## src/rtl/prg_cart_loader.sv

```systemverilog
// Download loader: steers hps_io ioctl PRG/cartridge bytes onto a req/ack
// configuration write port, tracks loaded cartridge blocks, patches BASIC end pointers.
module prg_cart_loader #(
    parameter int unsigned            ADDR_W     = 16,
    parameter logic [7:0]             PRG_IDX    = 8'd1,
    parameter logic [7:0]             CRT_IDX    = 8'd2,
    parameter logic [4:0]             RAW_IDX    = 5'd3,
    parameter logic [4*ADDR_W-1:0]    SLOT_BASE  = {16'hB000, 16'hA000, 16'h6000, 16'h4000},
    parameter logic [ADDR_W-1:0]      PRG_LIMIT  = 16'hA000,
    parameter logic [ADDR_W-1:0]      CART_LIMIT = 16'hC000,
    parameter int unsigned            BLK_SHIFT  = 13,
    parameter int unsigned            NBLK       = 8,
    parameter int unsigned            PTR_N      = 4,
    parameter logic [PTR_N*8-1:0]     PTR_LIST   = {8'hAE, 8'h31, 8'h2F, 8'h2D}
) (
    input  logic              clk_sys,
    input  logic              reset_n,
    input  logic              clr,
    input  logic              ioctl_download,
    input  logic [7:0]        ioctl_index,
    input  logic              ioctl_wr,
    input  logic [24:0]       ioctl_addr,
    input  logic [7:0]        ioctl_dout,
    output logic              ioctl_wait,
    output logic [ADDR_W-1:0] dl_addr,
    output logic [7:0]        dl_data,
    output logic              dl_req,
    input  logic              dl_ack,
    output logic [NBLK-1:0]   cart_blk,
    output logic              cart_reset,
    output logic              busy,
    output logic              truncated,
    output logic [ADDR_W-1:0] end_addr
);

    localparam int unsigned PW = (PTR_N > 1) ? $clog2(PTR_N) : 1;

    typedef enum logic [2:0] {
        IDLE     = 3'd0,
        PRG      = 3'd1,
        CART     = 3'd2,
        PATCH_LO = 3'd3,
        PATCH_HI = 3'd4
    } state_t;

    state_t            state_q, state_d;
    logic [ADDR_W-1:0] addr_q, addr_d;
    logic [PW-1:0]     p_q, p_d;
    logic              raw_q, raw_d;
    logic              dl_prev_q;
    logic              dl_req_q, dl_req_d;
    logic [ADDR_W-1:0] dl_addr_q, dl_addr_d;
    logic [7:0]        dl_data_q, dl_data_d;
    logic              ioctl_wait_q, ioctl_wait_d;
    logic              cart_reset_q, cart_reset_d;
    logic              busy_q, busy_d;
    logic              truncated_q, truncated_d;
    logic [NBLK-1:0]   cart_blk_q, cart_blk_d;
    logic [ADDR_W-1:0] end_addr_q, end_addr_d;

    logic              dl_rise;
    logic              pend_done;
    logic [ADDR_W-1:0] slot_base;
    logic [7:0]        ptr_cur;
    logic [ADDR_W-1:0] limit;
    logic [ADDR_W-1:0] wr_addr;
    logic [ADDR_W-1:0] blk_idx;

    assign dl_rise   = ioctl_download && !dl_prev_q;
    assign pend_done = !dl_req_q || dl_ack;

    always_comb begin
        state_d      = state_q;
        addr_d       = addr_q;
        p_d          = p_q;
        raw_d        = raw_q;
        dl_req_d     = dl_req_q && !dl_ack;
        dl_addr_d    = dl_addr_q;
        dl_data_d    = dl_data_q;
        cart_reset_d = cart_reset_q;
        truncated_d  = truncated_q;
        cart_blk_d   = cart_blk_q;
        end_addr_d   = end_addr_q;
        wr_addr      = addr_q;
        blk_idx      = '0;
        slot_base    = '0;
        ptr_cur      = '0;

        for (int s = 0; s < 4; s++) begin
            if (ioctl_index[7:6] == 2'(s)) slot_base = SLOT_BASE[s*ADDR_W +: ADDR_W];
        end
        for (int k = 0; k < PTR_N; k++) begin
            if (p_q == PW'(k)) ptr_cur = PTR_LIST[k*8 +: 8];
        end
        limit = (state_q == CART) ? CART_LIMIT : PRG_LIMIT;

        case (state_q)
            IDLE: begin
                if (dl_rise) begin
                    if (ioctl_index == PRG_IDX) begin
                        state_d = PRG;
                        raw_d   = 1'b0;
                        addr_d  = '0;
                    end else if (ioctl_index == CRT_IDX || ioctl_index[4:0] == RAW_IDX) begin
                        state_d      = CART;
                        raw_d        = (ioctl_index != CRT_IDX);
                        addr_d       = '0;
                        cart_reset_d = 1'b1;
                    end
                end
            end
            PRG, CART: begin
                if (ioctl_download && ioctl_wr) begin
                    // A strobe while the previous write is still pending is an overrun
                    if (dl_req_q) begin
                        truncated_d = 1'b1;
                    end else if (!raw_q && ioctl_addr == 25'd0) begin
                        addr_d[7:0] = ioctl_dout;
                    end else if (!raw_q && ioctl_addr == 25'd1) begin
                        addr_d[15:8] = ioctl_dout;
                    end else begin
                        wr_addr = (raw_q && ioctl_addr == 25'd0) ? slot_base : addr_q;
                        if (wr_addr >= limit) begin
                            truncated_d = 1'b1;
                            addr_d      = wr_addr;
                        end else begin
                            dl_req_d  = 1'b1;
                            dl_addr_d = wr_addr;
                            dl_data_d = ioctl_dout;
                            addr_d    = wr_addr + ADDR_W'(1);
                            if (state_q == CART) begin
                                blk_idx = wr_addr >> BLK_SHIFT;
                                for (int k = 0; k < NBLK; k++) begin
                                    if (blk_idx == ADDR_W'(k)) cart_blk_d[k] = 1'b1;
                                end
                            end
                        end
                    end
                end else if (!ioctl_download && pend_done) begin
                    if (state_q == PRG) begin
                        state_d    = PATCH_LO;
                        p_d        = '0;
                        end_addr_d = addr_q;
                    end else begin
                        state_d      = IDLE;
                        cart_reset_d = 1'b0;
                    end
                end
            end
            PATCH_LO: begin
                if (!dl_req_q) begin
                    dl_req_d  = 1'b1;
                    dl_addr_d = ADDR_W'(ptr_cur);
                    dl_data_d = end_addr_q[7:0];
                end else if (dl_ack) begin
                    state_d = PATCH_HI;
                end
            end
            PATCH_HI: begin
                if (!dl_req_q) begin
                    dl_req_d  = 1'b1;
                    dl_addr_d = ADDR_W'(ptr_cur) + ADDR_W'(1);
                    dl_data_d = end_addr_q[15:8];
                end else if (dl_ack) begin
                    if (p_q == PW'(PTR_N - 1)) begin
                        state_d = IDLE;
                    end else begin
                        p_d     = PW'(p_q + 1'b1);
                        state_d = PATCH_LO;
                    end
                end
            end
            default: state_d = IDLE;
        endcase

        // System clear beats a simultaneous block set but leaves the FSM alone
        if (clr) begin
            cart_blk_d   = '0;
            cart_reset_d = 1'b0;
            truncated_d  = 1'b0;
        end

        ioctl_wait_d = dl_req_d || state_d == PATCH_LO || state_d == PATCH_HI;
        busy_d       = (state_d != IDLE);
    end

    always_ff @(posedge clk_sys or negedge reset_n) begin
        if (!reset_n) begin
            state_q      <= IDLE;
            addr_q       <= '0;
            p_q          <= '0;
            raw_q        <= 1'b0;
            dl_prev_q    <= 1'b0;
            dl_req_q     <= 1'b0;
            dl_addr_q    <= '0;
            dl_data_q    <= '0;
            ioctl_wait_q <= 1'b0;
            cart_reset_q <= 1'b0;
            busy_q       <= 1'b0;
            truncated_q  <= 1'b0;
            cart_blk_q   <= '0;
            end_addr_q   <= '0;
        end else begin
            state_q      <= state_d;
            addr_q       <= addr_d;
            p_q          <= p_d;
            raw_q        <= raw_d;
            dl_prev_q    <= ioctl_download;
            dl_req_q     <= dl_req_d;
            dl_addr_q    <= dl_addr_d;
            dl_data_q    <= dl_data_d;
            ioctl_wait_q <= ioctl_wait_d;
            cart_reset_q <= cart_reset_d;
            busy_q       <= busy_d;
            truncated_q  <= truncated_d;
            cart_blk_q   <= cart_blk_d;
            end_addr_q   <= end_addr_d;
        end
    end

    assign ioctl_wait = ioctl_wait_q;
    assign dl_addr    = dl_addr_q;
    assign dl_data    = dl_data_q;
    assign dl_req     = dl_req_q;
    assign cart_blk   = cart_blk_q;
    assign cart_reset = cart_reset_q;
    assign busy       = busy_q;
    assign truncated  = truncated_q;
    assign end_addr   = end_addr_q;

endmodule
```

## config.mk

```make
export PLATFORM = sky130hd
export DESIGN_NAME = prg_cart_loader
export DESIGN_NICKNAME = d
export VERILOG_FILES = /design/src/rtl/prg_cart_loader.sv
export SDC_FILE = /design/constraint.sdc
export NUM_CORES = 1
export LEC_CHECK = 0
export ABC_AREA = 0
export CORE_UTILIZATION = 25
export CTS_CLUSTER_SIZE = 28
export DETAILED_ROUTE_END_ITERATION = 10
export PLACE_DENSITY = 0.45
export SYNTH_ARGS = -nofsm -noshare
export SYNTH_HDL_FRONTEND = slang
export SYNTH_SLANG_ARGS = --single-unit
```

## constraint.sdc

```tcl
create_clock -name clk_sys -period 8.43 [get_ports clk_sys]
set_input_delay 1.686 -clock clk_sys [delete_from_list [all_inputs] [get_ports clk_sys]]
set_output_delay 1.686 -clock clk_sys [all_outputs]
set_load 0.1 [all_outputs]
```

Word level (Yosys, flattened, before mapping)

Index checks and enable logic that the tools add are counted.

Flip-flop bits (word level): 76
Latch bits: 0
Memory bits (writable): 0
Memory bits (read-only): 0
Input port bits: 47
Output and inout bits: 53
Logic and storage cells: 232
Memories kept: 0

$add $sub $neg: 3
$mul: 0
Div/mod/pow operators: 0
Order comparisons: 1
Equality and inequality tests: 52
Shifts and indexed selects: 0
Multiplexer cells: 96
Bitwise gates (word level): 1
Reduce and logical (&&, ||, !) cells: 57

Operators with widths:

| kind                                                                   | number |
|---|---|
| 16-bit two-way mux                                                     | 16 |
| 8-bit two-way mux                                                      | 22 |
| 8-bit AND reduction                                                    | 9 |
| 16-bit case mux with 3 select lines                                    | 1 |
| 15-bit two-way mux                                                     | 3 |
| 2-bit != test, second input constant                                   | 18 |
| 16-bit case mux with 2 select lines                                    | 1 |
| 1-bit two-way mux                                                      | 30 |
| 3-bit != test, second input constant                                   | 10 |
| 2-bit nonzero test                                                     | 14 |
| 3-bit two-way mux                                                      | 9 |
| 25-bit by 1-bit equality test with 1-bit output, second input constant | 1 |
| 25-bit zero test                                                       | 1 |
| 8-bit case mux with 3 select lines                                     | 1 |
| 3-bit equality test, second input constant                             | 6 |
| 16-bit by 1-bit adder with 16-bit output, second input constant        | 1 |
| 16-bit >= comparator                                                   | 1 |
| 16-bit zero test                                                       | 1 |
| 2-bit two-way mux                                                      | 8 |
| 3-bit by 2-bit equality test with 1-bit output, second input constant  | 5 |
| 7-bit AND reduction                                                    | 2 |
| 3-bit case mux with 4 select lines                                     | 1 |
| 6-bit AND reduction                                                    | 2 |
| 3-bit nonzero test                                                     | 4 |
| 22 further kinds                                                       | 43 |

Logic depth before layout (Yosys ltp)

Gate-level depths: netlist of run 1.

Word-level depth: 16
Depth in mapped cells: 15
Gate-level depth less buffers: 14

Worst setup path before layout of run 1

No wires, ideal clock.

Kind: in2reg
From: in ioctl_addr[15]
To: reg dl_addr_q[0], in the netlist dl_addr[0]
Setup time: 0.125 ns
Arrival: 4.966 ns
Data required time: 8.305 ns
Setup slack: 3.339 ns
Cell stages on the path: 14
Path buffers: 1
Path through: nor4_1 and4_1 nand4_2 a21oi_1 inv_2 ha_1 nand3_1 nand4b_1 a21bo_2 a21oi_4 a211oi_2 o31ai_4 buf_6 mux2_4

Cells in the longest elaborated chain, start to end: 9
Elaborated cells between the ends (all ways): 17
Classes of those cells: 1 x order compare; 4 x eq/ne; 7 x mux; 5 x reduce/logical

Ends and longest elaborated chain:

| what                                                         | RTL line | RTL |
|---|---|---|
| from (decl)                                                  | 22       | `input logic [24:0] ioctl_addr,` |
| branches (longest 9 deep; another with 16-bit >= comparator) | -        |  |
| to (signal assigned)                                         | 210      | `dl_addr_q <= dl_addr_d;` |
| to (decl)                                                    | 52       | `logic [ADDR_W-1:0] dl_addr_q, dl_addr_d;` |

Several ways; the timed one is not identified. The select of a mux whose other input is x is not followed.
A chain may end at the register's enable or synchronous reset.

Worst setup path after layout of run 1

From: in ioctl_addr[14]
To: reg dl_data_q[1], in the netlist dl_data[1]

Cells in the longest elaborated chain, start to end: 6
Elaborated cells between the ends (all ways): 11
Classes of those cells: 1 x order compare; 4 x eq/ne; 1 x mux; 5 x reduce/logical

Ends and longest elaborated chain:

| what                                     | RTL line | RTL |
|---|---|---|
| 25-bit zero test                         | 117, 122 |  |
| 1-bit logical AND                        | 122      | `wr_addr = (raw_q && ioctl_addr == 25'd0) ? slot_base : addr_q;` |
| 16-bit two-way mux                       | 122      |  |
| 16-bit >= comparator                     | 123      | `if (wr_addr >= limit) begin` |
| 2-bit != test (no source line)           | -        |  |
| 8-bit AND reduction (no source line) (*) | -        |  |
| to (signal assigned)                     | 211      | `dl_data_q <= dl_data_d;` |
| to (decl)                                | 53       | `logic [7:0] dl_data_q, dl_data_d;` |

Mark *: on every way between the ends. The rest lies on a longest branch, timed or not.

==> flow_summary.toml, run 1 <==
[status]
status = "finished with violations"
violations = "DRC"

[worst_setup_path]
path_delay_family = "compound AO/OA/AOI/OAI gates"
crit_path_cell_trace = "clkdlybuf4s50_1 > nor4_1 > and4_1 > nand4_2 > a21oi_1 > inv_2 > ha_1 > nand3_1 > nand4b_1 > a21bo_2 > a21oi_4 > a211oi_2 > o31ai_4 > mux2_2"
crit_required_ps = 8660
crit_path_max_fanout = 18
worst-setup-path-type = "in2reg"
r2r-end = "dl_data[1]"
rr_worst_depth = 11
slowest_stage = "o31ai_4"
r2r_slack_ps = 3750
cp-end-kind = "flip-flop"
cp.arrival_ps = 6740
r2r-start = "raw_q"
crit_start = "ioctl_addr[14]"
slowest_delay_ps = 990
critical_path_buf_inv_count = 2
startpoint_type = "input pin"

[logic_synthesis]
ys_seq_area_share_pct = 40.85
synth_top_area_cell = "dfrtp_1"
ys_types = 69
yosys_warnings = 0
yosys_register_bits = 76
syn-mean-instance-area_um2 = 9.349
syn_nets = 555
synth_area_um2 = 4656
synth_edf_count = 0
synth_top_cell_area_share_pct = 40.85
ys.flop_type = "dfrtp_1"
synthCells = 498
yosys-top-cells-area = "dfrtp_1 41%, mux2_2 5.1%, nand2_1 3.7%, nor2_1 3.2%, o21ai_0 3.2%"
async_flop_share_pct = 100.0

[floorplan]
row_count = 49
fp.dieH_um = 138.5
coreArea_um2 = 18090
dieArea_um2 = 19170
io_pins = 100
dieWidth_um = 138.5
start_util_pct = 25.74

[global_routing]
overflow = 0
grt_pass1_wl_um = 24870
grt_pass1_vias = 4264
grt_use_total_pct = 16.78
grt_max_degree = 77
antenna_found_initial = 0

[hold_path]
hold_end = "dl_addr[12]"
min-delay-start = "dl_addr[12]"
min_path_cells = 1
hold_class = "reg2reg"

[clock_tree]
cts-root-buf = "clkbuf_16"
clock_latency_ps = 350
cts.hold.buffers_added = 0
cts_buffer_depth = 2
cts_buffers = 9
clock-sinks = 76
h-tree-depth = 3
cts_resized = 0
path_clk_slew_ps = 60
postCtsSetupRepairBufs = 0
cts_tree = "done"

[timing]
timing.fmax_mhz = 153.8
hold_ws_ps = 498.6
finalSetupTns_ps = 0
hold_viol = 0
period_needed_ps = 6501
rsz0062_at_grt = "no"
drv_slew = 0
skew_ps = 5.974
setup_viol = 0
slew_headroom_pct = 21.44
tightest_slew_ps = 1178
post-route-period-util_pct = 77.12

[routing]
post-route-drc-count = 14
wl_per_cell_um = 19.06
dr.pass1.iters = 8
drt_wl_total_um = 15630
vias = 4310
ant_nets = 0
via_per_inst = 5.256
detail_route.iter0.violations = 270

[finish]
area_growth_pct = 32.06
instances_no_fill = 820
diodes = 0
layout-drive-gt1-share_pct = 11.51
fin_nets = 643

[placed_design]
place_inst = 804
portBuffers = 99
place.gp.congestion = 0.8551
dp_hpwl_um = 11590

[job]
drv_cap = 0

[power_and_ir_drop]
power.density_nw_per_um2 = 312.9
power.leakage_uw = 0.002487
ir_drop_v = 0.0001586
[cell type report]
cell class | count | area [µm²]
multi-input combinational | 371 | 2540
fill | 1839 | 11940
tap | 229 | 286.5
clock buffer | 13 | 250.2
clock inverter | 3 | 46.29
sequential | 76 | 1902
inverter | 22 | 82.58
timing repair buffer | 106 | 1041
[worst max-delay path by stage]
| stage | endpoint | cells after the start |
|---|---|---|
| 6_report | dl_data[1] | 14 |
| 5_1_grt | dl_addr[15] | 15 |
| 4_1_cts | dl_data[0] | 14 |
| 3_5_place_dp | dl_data[0] | 14 |
| 3_3_place_gp | dl_data[0] | 14 |
| 2_1_floorplan | dl_addr[0] | 14 |
[cell families (layout without fill, tap and decap cells)]
kind of cell	after synthesis	in the layout	synth area share, %
compound gates	143	143	22.41
xor+xnor	5	5	0.9408
fa+ha+maj	10	10	2.687
buf+inv	51	144	4.703
flops	76	76	40.85
mux	36	36	9.272
simple gates	177	177	19.13
[sequential cells by signal (all words and copies together), names as in the netlist]
name,flops
addr_q,16
busy,1
cart_blk,8
cart_reset,1
dl_addr,16
dl_data,8
dl_prev_q,1
dl_req,1
end_addr,16
ioctl_wait,1
p_q,2
raw_q,1
state_q,3
truncated,1
[cells in the mapped netlist (all sizes together), types with 10 or more instances]
cell / instances
dfrtp: 76
nand2: 46
nor2: 40
mux2: 30
o21ai: 30
a21oi: 25
nor3: 23
inv: 22
nor4: 17
clkbuf: 16
nand3: 16
buf: 13
a31oi: 11
ha: 10
[power breakdown]
group	switching (µW)	total (µW)	internal, µW
Clock	161	399	239
Combinational	707	1010	301
Sequential	77.2	517	440
[layout by cell type (no fill, tap or decap), types with 4 or more instances in the layout]
cell and instances:
inv_1 20, ha_1 10, o22ai_1 8, o21ai_0 30
nand3_1 16, o31ai_1 7, mux2_4 9, o311a_1 8
or3_1 4, nand4_1 5, mux2i_1 6, mux2_2 21
dfrtp_1 76, buf_4 8, nor2_1 40, nor4_1 14
nand2b_1 4, a22oi_1 5, a21oi_1 24, a31oi_1 11
o211ai_1 6, clkbuf_16 9, clkdlybuf4s50_1 98, nand2_1 46
a32o_1 6, nor3_1 22
[through the flow]
step	setup WS (ps)	utilization, %	total power [µW]	area (µm²)
final	1929	34.00	1924	6148
after global placement	1752	32.36	1521	5852
after CTS	1912	34.00	1935	6148
after global routing	1503	34.00	2021	6148
after floorplan	3339	-	1263	4656
after detailed placement	1564	32.36	1529	5852
[layer usage]
| metal | global-route usage [%] | wire length [µm] | vias up |
|---|---|---|---|
| met5 | 0 | 0 | - |
| met4 | 6.209 | 347 | 0 |
| met3 | 2.598 | 723 | 24 |
| met2 | 25.67 | 6990 | 124 |
| met1 | 23.77 | 7565 | 2103 |
| li1 | - | - | 2059 |
No activity file was read; power rests on OpenSTA's default activity.
==> run 2, diff against run 1 <==
- PLACE_DENSITY: 0.45 -> 0.47
- clock period: 8.43 -> 5.3 ns (I/O delays scaled with it)
==> run 2 against run 1 <==
The flow still finishes with violations (DRC); clock skew up 3.7 ps; count of clock-buffer cells in the layout unchanged; first-iteration DRC count up 27%; non-clock buffer count up 7; critical path depth up 1; global-route usage up 0.45 points; final cell count up 0.85%; design area up 1.4%; power up 62%; via count up 1.3%; combinational power up 59%; critical endpoint is now dl_data[2]; largest cell class unchanged; highest routed layer unchanged.
==> flow_summary.toml, run 2 (synthesis gave the netlist of run 1 again) <==
[timing]
post-route-period-util_pct = 92.48
rsz0062_at_grt = "no"
skew_ps = 9.720
finalSetupTns_ps = 0
timing.fmax_mhz = 204.0
hold_viol = 0
slew_headroom_pct = 33.56
period_needed_ps = 4901
drv_slew = 0
tightest_slew_ps = 996.6
setup_viol = 0
fin_ws_ps = 398.7

[clock_tree]
cts_tree = "done"
clock-sinks = 76
cts-root-buf = "clkbuf_16"
cts_resized = 0
cts.hold.buffers_added = 0
cts_buffers = 9
clock_latency_ps = 350
cts_buffer_depth = 2
path_clk_slew_ps = 60
postCtsSetupRepairBufs = 0
h-tree-depth = 3

[finish]
diodes = 0
fin_nets = 650
most-common-layout-cells = "98 x clkdlybuf4s50_1, 76 x dfrtp_1, 46 x nand2_1"
layout-drive-gt1-share_pct = 12.71
area_growth_pct = 33.89
final_util_pct = 34.47
filler_cell_count = 1829
instances_no_fill = 827
final_common_cell = "clkdlybuf4s50_1"

[floorplan]
start_util_pct = 25.74
dieArea_um2 = 19170
io_pins = 100
dieWidth_um = 138.5
fp.dieH_um = 138.5
coreArea_um2 = 18090
row_count = 49

[power_and_ir_drop]
ir_drop_v = 0.0002740
power.leakage_uw = 0.002538
power.density_nw_per_um2 = 501.2

[routing]
post-route-drc-count = 18
via_per_inst = 5.282
drt_wl_total_um = 16030
detail_route.iter0.violations = 344
vias = 4368
wl_per_cell_um = 19.38
ant_nets = 0
dr.pass1.iters = 9

[worst_setup_path]
cp.arrival_ps = 5130
startpoint_type = "input pin"
cp-end-kind = "flip-flop"
slowest_delay_ps = 410
worst-setup-path-type = "in2reg"
crit_path_cell_trace = "clkdlybuf4s50_1 > nor4_1 > and4_1 > nand4_2 > a21oi_1 > inv_2 > ha_1 > nand3_1 > nand4b_1 > a21bo_2 > a21oi_4 > a211oi_2 > o31ai_4 > buf_4 > mux2_2"
crit_path_max_fanout = 16
crit_required_ps = 5530
path_delay_family = "compound AO/OA/AOI/OAI gates"
slowest_stage = "clkdlybuf4s50_1"
critical_path_buf_inv_count = 3

[hold_path]
hold_class = "reg2reg"

[placed_design]
portBuffers = 99
place_inst = 811
pre_cts_slack_ps = 12.21
place.gp.congestion = 0.8367
dp_hpwl_um = 12050

[global_routing]
overflow = 0
grt_max_degree = 77
antenna_found_initial = 0
grt_use_total_pct = 17.23
grt_pass1_vias = 4505
grt_pass1_wl_um = 25610

[status]
violations = "DRC"
status = "finished with violations"

[job]
drv_cap = 0
-- run 2: path summary, 6_finish.rpt --
kind                                startpoint     endpoint  slack [ps]  cells past startpoint
worst max-delay path            ioctl_addr[12]   dl_data[2]         400                     15
worst max register to register           raw_q   dl_data[2]        1380                     14
max in group asynchronous              reset_n   addr_q[10]        3780                      1
worst min register to register     dl_addr[12]  dl_addr[12]         490                      1
worst min-delay path               dl_addr[12]  dl_addr[12]         490                      1
min in group asynchronous              reset_n   state_q[0]         880                      1
-- run 2: worst register-to-register path, cell delays in order (launching register included) --
cell      delay, ps
dfrtp_1         500
nand4_2         160
buf_4           250
nor2_1           70
a21oi_1         330
inv_2           150
ha_1            320
nand3_1         130
nand4b_1        250
a21bo_2         320
a21oi_4         230
a211oi_2        110
o31ai_4         280
buf_4           320
mux2_2          370
-- run 2: stage by stage --
stage          instance area, µm²  hold WS, ps  total power [µW]
6_report                     6233        486.8              3125
5_1_grt                      6233        523.5              3283
4_1_cts                      6233        493.5              3152
3_5_place_dp                 5904        481.4              2448
3_3_place_gp                 5904        486.1              2435
2_1_floorplan                4656        487.7              2008
-- run 2: area by class of cell --
type                            instances  area (µm²)  area share (%)
Clock buffer                           13       260.3           4.175
Clock inverter                          3       68.82           1.104
Inverter                               22       82.58           1.325
Multi-Input combinational cell        371        2540           40.75
Sequential cell                        76        1902           30.51
Tap cell                              229       286.5           4.597
Timing Repair Buffer                  113        1094           17.54
-- run 2: per-layer routing --
layer  routed length [µm]  vias to the layer above  global-route usage (%)
li1                     -                     2068                       -
met1                 7499                     2144                   23.03
met2                 7505                      138                   27.81
met3                  799                       18                   3.533
met4                  227                        0                   5.441
met5                    0                        -                       0
-- run 2: power breakdown --
part | switching (µW) | leakage [µW] | internal, µW
clock network | 250 | 0.000160 | 440
registers | 125 | 0.00103 | 700
logic | 1130 | 0.00135 | 483
==> run 3, diff against run 2 <==
- TNS_END_PERCENT: not set -> 10
==> results of run 3 <==
No change in the layout: final DEF, timing and power equal those of run 2.
